## src/rtl/roberts_stream_conv_ctrl.sv

```systemverilog
// roberts_stream_conv_ctrl
//   Streaming 2x2 gradient-kernel sequencer. Four signed 8-bit coefficients
//   are loaded while idle. One raster-order frame of unsigned 8-bit pixels is
//   then streamed in. For every input pixel, exactly one output magnitude
//   |k00*A + k01*B + k10*C + k11*D| is emitted, clamped to 255. Border pixels
//   produce 0.
//
// Ports
//   clk, rst               clock (rising edge); asynchronous active-high reset
//   k_wr_en/idx/data       kernel coefficient write (accepted in IDLE only)
//   start                  frame start pulse (accepted in IDLE only)
//   busy, done             frame in progress / one-cycle end-of-frame pulse
//   s_valid/s_ready/s_data input pixel stream
//   m_valid/m_ready/m_data output magnitude stream
//   m_last                 marks the final output pixel of the frame
module roberts_stream_conv_ctrl #(
  parameter int ROWS = 512,
  parameter int COLS = 512,
  parameter int CW   = 10
) (
  input  logic       clk,
  input  logic       rst,
  input  logic       k_wr_en,
  input  logic [1:0] k_wr_idx,
  input  logic [7:0] k_wr_data,
  input  logic       start,
  output logic       busy,
  output logic       done,
  input  logic       s_valid,
  output logic       s_ready,
  input  logic [7:0] s_data,
  output logic       m_valid,
  input  logic       m_ready,
  output logic [7:0] m_data,
  output logic       m_last
);

  localparam int LBW = (COLS > 1) ? $clog2(COLS) : 1;
  localparam logic [CW-1:0] LAST_ROW = CW'(ROWS - 1);
  localparam logic [CW-1:0] LAST_COL = CW'(COLS - 1);

  typedef enum logic [1:0] {IDLE, RUN, DRAIN, DONE} state_t;

  state_t          state_q, state_d;
  logic [3:0][7:0] k_q, k_d;
  logic [CW-1:0]   row_q, row_d, col_q, col_d;
  logic [7:0]      a_q, a_d, c_q, c_d;
  logic            mv_q, mv_d, ml_q, ml_d;
  logic [7:0]      md_q, md_d;

  // Line buffer holds the previous row. It is not reset because every entry is
  // written during row 0 before any interior pixel reads it.
  logic [7:0] lb_mem [COLS];
  logic [7:0] b_pix;

  logic in_hs, out_hs, last_px, border;
  logic signed [16:0] p00, p01, p10, p11;
  logic signed [18:0] sum;
  logic        [18:0] mag;
  logic        [7:0]  clamped;

  // Pixel times coefficient: zero-extend the pixel, sign-extend the coefficient.
  function automatic logic signed [16:0] pmul(input logic [7:0] p, input logic [7:0] k);
    logic signed [16:0] pe, ke;
    pe = 17'($signed({1'b0, p}));
    ke = 17'($signed(k));
    return pe * ke;
  endfunction

  assign s_ready = (state_q == RUN) && (!mv_q || m_ready);
  assign in_hs   = s_valid && s_ready;
  assign out_hs  = mv_q && m_ready;
  assign last_px = (row_q == LAST_ROW) && (col_q == LAST_COL);
  assign border  = (row_q == '0) || (col_q == '0) || (row_q == LAST_ROW) || (col_q == LAST_COL);

  assign b_pix = lb_mem[col_q[LBW-1:0]];

  assign p00 = pmul(a_q,    k_q[0]);
  assign p01 = pmul(b_pix,  k_q[1]);
  assign p10 = pmul(c_q,    k_q[2]);
  assign p11 = pmul(s_data, k_q[3]);
  assign sum = 19'(p00) + 19'(p01) + 19'(p10) + 19'(p11);
  assign mag = sum[18] ? 19'(-sum) : 19'(sum);
  assign clamped = (mag > 19'd255) ? 8'hFF : mag[7:0];

  assign busy    = (state_q != IDLE);
  assign done    = (state_q == DONE);
  assign m_valid = mv_q;
  assign m_data  = md_q;
  assign m_last  = ml_q;

  always_comb begin
    state_d = state_q;
    k_d     = k_q;
    row_d   = row_q;
    col_d   = col_q;
    a_d     = a_q;
    c_d     = c_q;
    mv_d    = mv_q;
    md_d    = md_q;
    ml_d    = ml_q;

    case (state_q)
      IDLE: begin
        if (k_wr_en) k_d[k_wr_idx] = k_wr_data;
        if (start) begin
          state_d = RUN;
          row_d   = '0;
          col_d   = '0;
        end
      end
      RUN:     if (in_hs && last_px) state_d = DRAIN;
      DRAIN:   if (out_hs && ml_q)   state_d = DONE;
      DONE:    state_d = IDLE;
      default: state_d = IDLE;
    endcase

    // The output register reloads on an input handshake, even if it is being
    // drained in the same cycle. This keeps throughput at one pixel per cycle.
    if (in_hs) begin
      mv_d = 1'b1;
      md_d = border ? 8'd0 : clamped;
      ml_d = last_px;
      a_d  = b_pix;   // B of this column becomes A of the next
      c_d  = s_data;  // D of this column becomes C of the next
      if (col_q == LAST_COL) begin
        col_d = '0;
        row_d = (row_q == LAST_ROW) ? '0 : row_q + 1'b1;
      end else begin
        col_d = col_q + 1'b1;
      end
    end else if (out_hs) begin
      mv_d = 1'b0;
      ml_d = 1'b0;
    end
  end

  always_ff @(posedge clk or posedge rst) begin
    if (rst) begin
      state_q <= IDLE;
      k_q     <= '0;
      row_q   <= '0;
      col_q   <= '0;
      a_q     <= '0;
      c_q     <= '0;
      mv_q    <= 1'b0;
      md_q    <= '0;
      ml_q    <= 1'b0;
    end else begin
      state_q <= state_d;
      k_q     <= k_d;
      row_q   <= row_d;
      col_q   <= col_d;
      a_q     <= a_d;
      c_q     <= c_d;
      mv_q    <= mv_d;
      md_q    <= md_d;
      ml_q    <= ml_d;
    end
  end

  // The old B is read combinationally above, then replaced by D.
  always_ff @(posedge clk) begin
    if (in_hs) lb_mem[col_q[LBW-1:0]] <= s_data;
  end

endmodule

```

## config.mk

```make
export PLATFORM = sky130hd
export DESIGN_NAME = roberts_stream_conv_ctrl
export DESIGN_NICKNAME = d
export VERILOG_FILES = /design/src/rtl/roberts_stream_conv_ctrl.sv
export SDC_FILE = /design/constraint.sdc
export NUM_CORES = 2
export LEC_CHECK = 0
export CAP_MARGIN = 20
export CORE_MARGIN = 8
export CORE_UTILIZATION = 30
export CTS_CLUSTER_SIZE = 12
export DETAILED_ROUTE_END_ITERATION = 8
export PLACE_DENSITY = 0.48
export REMOVE_ABC_BUFFERS = 1
export SLEW_MARGIN = 20
export SYNTH_ARGS = -nofsm -noshare
export SYNTH_HDL_FRONTEND = slang
export SYNTH_SLANG_ARGS = --single-unit
```

## constraint.sdc

```tcl
create_clock -name clk -period 14.3 [get_ports clk]
set_input_delay 2.145 -clock clk [delete_from_list [all_inputs] [get_ports clk]]
set_output_delay 2.145 -clock clk [all_outputs]
set_load 0.03 [all_outputs]
```

# ---- Word-level counts from Yosys, hierarchy flattened
# Memories as Yosys holds them, arrays and structs flattened.
# Index checks and enable logic that the tools add are counted.
dict set report classes {
  n_reduce_logical 22
  addsub 6
  multipliers 4
  n_mux 24
  eq_ne 8
  magnitude_cmp 3
}
# operator count
set op_table {}
lappend op_table {{$mux W10} 9}
lappend op_table {{$mul A9 B8 Y17} 4}
lappend op_table {{$bwmux W32} 1}
lappend op_table {{$mux W8} 3}
lappend op_table {{$add A10 B1 Y10 const B} 2}
lappend op_table {{$eq A10 B9 Y1 const B} 2}
lappend op_table {{$logic_not A10 Y1} 2}
lappend op_table {{$add A18 B17 Y19} 1}
lappend op_table {{$add A19 B17 Y19} 1}
lappend op_table {{$gt A19 B8 Y1 const B} 1}
lappend op_table {{$mux W19} 1}
lappend op_table {{$neg A19 Y19} 1}
lappend op_table {{$add A17 B17 Y18} 1}
lappend op_table {{$demux W8 S2} 1}
lappend op_table {{$pmux W2 S4} 1}
lappend op_table {{$reduce_bool A2 Y1} 4}
lappend op_table {{$logic_and A1 B1 Y1} 7}
lappend op_table {{$mux W2} 3}
lappend op_table {{$mux W1} 5}
lappend op_table {{$eq A2 B2 Y1 const B} 2}
lappend op_table {{$logic_or A1 B1 Y1} 4}
lappend op_table {{$ne A2 B2 Y1 const B} 2}
lappend op_table {{$reduce_and A2 Y1} 2}
lappend op_table {{$lt A2 B3 Y1 const B} 1}
lappend op_table {{6 further kinds} 6}
dict set report word_totals {
  mem_count 1
  ram_bits 4096
  ff_bits 80
  input_bits 24
}
# memory depth word_bits rd rd_clocked_by_memory_dff write_ports line_no
set mem_list {}
lappend mem_list {lb_mem 512 8 1 0 1 53} ;# logic [7:0] lb_mem [COLS];

# ---- Logic depth before layout (Yosys ltp)
# An unclocked memory read counts as a cell.
dict set report logic_depth {
  ltp_word 10
  mapped_depth 42
  ltp_nobuf 35
}

# ---- Worst setup path after synthesis
# OpenSTA, ideal clock, no wires.
dict set report synth_path {
  path_kind {register -> register}
  from {reg col_q[1]}
  to {reg md_q[0] (netlist: m_data[0])}
  n_path_buf 6
  path_stages_with_launch 35
  setup_time_ps 69
  path_slack_ps 4069
  t_arrival_ps 10161
  path_cell_list {dfrtp_1 -> buf_2 -> buf_2 -> buf_1 -> clkbuf_1 -> clkbuf_1 -> mux4_2 -> mux4_2 -> a31oi_1 -> nand4_1 -> a221oi_1 -> nand4_2 -> and2_1 -> fa_1 -> fa_1 -> fa_1 -> fa_1 -> fa_1 -> fa_1 -> fa_1 -> inv_1 -> fa_1 -> inv_1 -> ha_1 -> clkbuf_1 -> a21o_1 -> a21oi_1 -> a221o_1 -> nor3_2 -> nand2_1 -> or4_1 -> o21ai_0 -> xor2_1 -> a31oi_1 -> a221o_1}
}
dict set report synth_between {
  elab_chain_cells 10
}
# element line_no
set synth_rtl {}
lappend synth_rtl {{from (decl)} 46} ;# logic [CW-1:0] row_q, row_d, col_q, col_d;
lappend synth_rtl {{from (signal assigned)} 153} ;# col_q <= col_d;
lappend synth_rtl {{$mem_v2 Z512 W8} --}
lappend synth_rtl {{$mul A9 B8 Y17} 67} ;# return pe * ke;
lappend synth_rtl {{$add A17 B17 Y18} 82} ;# assign sum = 19'(p00) + 19'(p01) + 19'(p10) + 19'(p11);
lappend synth_rtl {{$add A18 B17 Y19} 82}
lappend synth_rtl {{$add A19 B17 Y19} 82}
lappend synth_rtl {{$neg A19 Y19} 83} ;# assign mag = sum[18] ? 19'(-sum) : 19'(sum);
lappend synth_rtl {{$mux W19} 83}
lappend synth_rtl {{$gt A19 B8 Y1} 84} ;# assign clamped = (mag > 19'd255) ? 8'hFF : mag[7:0];
lappend synth_rtl {{$mux W8} 84}
lappend synth_rtl {{$mux W8 *} 122} ;# md_d = border ? 8'd0 : clamped;
lappend synth_rtl {{to (signal assigned)} 157} ;# md_q <= md_d;
lappend synth_rtl {{to (decl)} 49} ;# logic [7:0] md_q, md_d;
# Every way passes the cells marked *; elsewhere a longest branch is shown, timed or not.
# A chain may end at the register's enable or synchronous reset.

# ---- Final worst setup path
dict set report layout_path {
  from {reg col_q[0]}
  to {reg md_q[4] (netlist: m_data[4])}
}
# The elaborated chain is that of the path after synthesis.

==> flow_summary.json <==
{
  "status": "finished clean",
  "drive_gt1_share_pct": 25.3,
  "grt_pass1_vias": 85800,
  "synth_adder_area_share_pct": 3.90,
  "synth_edf_count": 4096,
  "cts_resized": 0,
  "area_delta_synth_final_pct": 13.7,
  "port_buffers": 36,
  "die_w_um": 773,
  "synth-xor-area-share_pct": 0.122,
  "path_clk_slew_ns": 0.06,
  "antenna_found_initial": 30,
  "min_path_cells": 1,
  "cap_viol_max_count": 0,
  "fin_crit_sh_pct": 88.5,
  "r2r_slack_ns": 1.64,
  "slowest_delay_ns": 0.64,
  "htreeDepth": 5,
  "crit_top_cell": "fa_1",
  "ys_seq_area_share_pct": 72.7,
  "path_buf_inv": 6,
  "synth_compound_area_share_pct": 0.727,
  "ys_ff_latch": 4176,
  "holdCritStartpoint": "m_data[1]",
  "dp_hpwl_um": 299000,
  "syn_inst": 8056,
  "grt.total_usage_pct": 15.7,
  "synth.distinct_cells": 72,
  "finalSetupViolCount": 0,
  "ys.flop_type": "edfxtp_1",
  "grt_start_max_net_pins": 197,
  "insertion_delay_ns": 1.01,
  "core_um2": 572000,
  "grt_setup_unrepaired": "no",
  "cp.arrival_ns": 13.52,
  "n_fill_cell": 53200,
  "hold_violations": 0,
  "cp.required_ns": 15.16,
  "tritoncts": "done",
  "end_kind": "register",
  "r2r_end": "m_data[4]",
  "die_y_um": 773,
  "wirelength_um": 481000,
  "max_freq_mhz": 79.0,
  "ys_async_sr_fraction_pct": 1.92,
  "cp_slowest_cell": "dfrtp_4",
  "cp_max_fo": 65,
  "synth_warnings": 0,
  "drt_first_pass_iters": 5,
  "ctsHoldBuffers": 0,
  "grt-ovfl-total": 0,
  "grt_pass1_wl_um": 682000,
  "avgSynthCellArea_um2": 21.3,
  "slew_headroom_pct": 16.3,
  "cts_setup_buffers": 0,
  "initial_core_util_pct": 30.1,
  "min_path_type": "reg -> reg",
  "layout.nets": 8750,
  "dr_total_vias": 81700,
  "hold_end": "m_data[1]",
  "period_minus_slack_ns": 12.66,
  "finClkSkew_ns": 0.0920,
  "numCtsBuffers": 440,
  "maxSlewViolCount": 0,
  "vias_per_cell": 5.03,
  "io_pins": 37,
  "synth_mux_area_share_pct": 17.6,
  "clockBufferDepth": 4,
  "worst_slew_pin_slew_ns": 1.24,
  "cp-startpoint": "col_q[0]",
  "reg2reg_depth": 31,
  "ant_nets": 0,
  "wire_per_inst_um": 29.6,
  "synth_area_um2": 172000,
  "totalNegativeSetupSlack_ns": 0,
  "drc": 0,
  "root_buffer": "clkbuf_16",
  "drtIter0Drc": 8048,
  "start_kind": "register",
  "reg2reg_from": "col_q[0]",
  "place_congestion": 0.793,
  "clkSinkCount": 4176,
  "crit_family": "adder cells",
  "placementRows": 278,
  "synth_top_family_by_area": "multiplexers",
  "synth_simple_gate_area_share_pct": 2.83,
  "design.die.area_um2": 597000,
  "path_class": "reg -> reg"
}
registers in the layout (all words and copies together), names as in the netlist:
name,cells
m_valid,1
m_last,1
col_q,10
m_data,8
row_q,10
a_q,8
k_q,32
c_q,8
lb_mem,4096
state_q,2
Yosys cell counts (36+ instances only):
cell / instances / area [µm²]
and2_1: 142 / 888
nor2_1: 566 / 2120
ha_1: 162 / 2030
dfrtp_1: 80 / 2000
o21ai_0: 46 / 230
buf_1: 50 / 188
buf_2: 68 / 340
clkbuf_1: 234 / 878
edfxtp_1: 4096 / 123000
mux4_2: 1312 / 29500
mux2_2: 36 / 405
inv_1: 351 / 1320
nand3_1: 55 / 275
buf_6: 46 / 518
buf_4: 44 / 330
nand2_1: 231 / 867
fa_1: 234 / 4680
cell families after synthesis:
group	count (synthesis)
flops	4176
xor+xnor	24
fa+ha+maj	396
compound gates	181
mux	1380
simple gates	1102
buf+inv	797
worst register-to-register path: cells and delay by family, from the launching register on:
family	cells	cell delay [ns]
buffers and inverters	6	1.56
XOR/XNOR	1	0.21
adder cells (fa/ha/maj)	9	4.24
AO/OA/AOI/OAI	6	2.48
AND/OR/NAND/NOR	6	1.73
flip-flops	1	0.64
multiplexers	3	1.66
through the flow:
| step | util [%] | cell area [µm²] | cells | setup WS (ns) | hold slack [ns] |
|---|---|---|---|---|---|
| final | 34.2 | 195000 | 16200 | 1.64 | 0.534 |
| after detailed placement | 31.9 | 182000 | 15400 | 1.68 | 0.523 |
| after CTS | 34.2 | 195000 | 16200 | 1.64 | 0.541 |
| after floorplan | - | 170000 | 7613 | -33.87 | 0.484 |
| after global routing | 34.2 | 195000 | 16200 | 1.09 | 0.561 |
| after global placement | 31.8 | 182000 | 15400 | 1.01 | 0.504 |
how the worst max path moves through the flow:
stage | slack [ns] | to | cells past startpoint
floorplan | -33.87 | m_data[0] | 30
global placement | 1.01 | m_data[6] | 30
detailed placement | 1.68 | m_data[4] | 31
CTS | 1.64 | m_data[4] | 31
global route | 1.09 | m_data[4] | 31
finish | 1.64 | m_data[4] | 31
area by class of cell:
cell class / count / area (µm²) / share of cell area [%]
Inverter: 354 / 1340 / 0.684
Sequential cell: 4176 / 125000 / 64.0
Clock inverter: 212 / 1510 / 0.770
Multi-Input combinational cell: 3083 / 43600 / 22.3
Antenna cell: 13 / 32.5 / 0.0166
Timing Repair Buffer: 275 / 2860 / 1.46
Clock buffer: 572 / 11600 / 5.96
Tap cell: 7560 / 9460 / 4.84
cells in the final DEF (no fill, tap or decap), types with 11 or more instances in the layout:
cell and instances:
mux2i_1 32, mux2_2 36, clkinv_2 53, mux4_2 1312, and2_1 141, diode_2 13, dfrtp_1 75, a21oi_1 28
nand3_4 16, a31oi_1 13, nand2_1 231, clkbuf_1 124, inv_6 12, nor2_2 12, nand4_1 11, clkdlybuf4s50_1 28
nor3_1 12, nor2b_1 12, inv_1 350, edfxtp_1 4096, fa_1 234, nand3_1 39, clkbuf_16 445, bufinv_16 12
buf_12 47, xnor2_1 14, clkinv_1 117, ha_1 162, nor2_1 552, o21ai_0 44, and3_1 15, buf_4 188
nand2b_1 19
per-layer routing:
metal  vias up  global-route usage [%]  share of wire (%)
met5         -                       0             0.0056
met4         4                    3.55                2.4
met3       634                    2.36                5.6
met2      2505                    26.2                 49
met1     45200                    21.6                 43
li1      33400                       -                  -
Power is not shown: default switching activity piles up to over one toggle a cycle in this logic, so the estimate is an artifact.
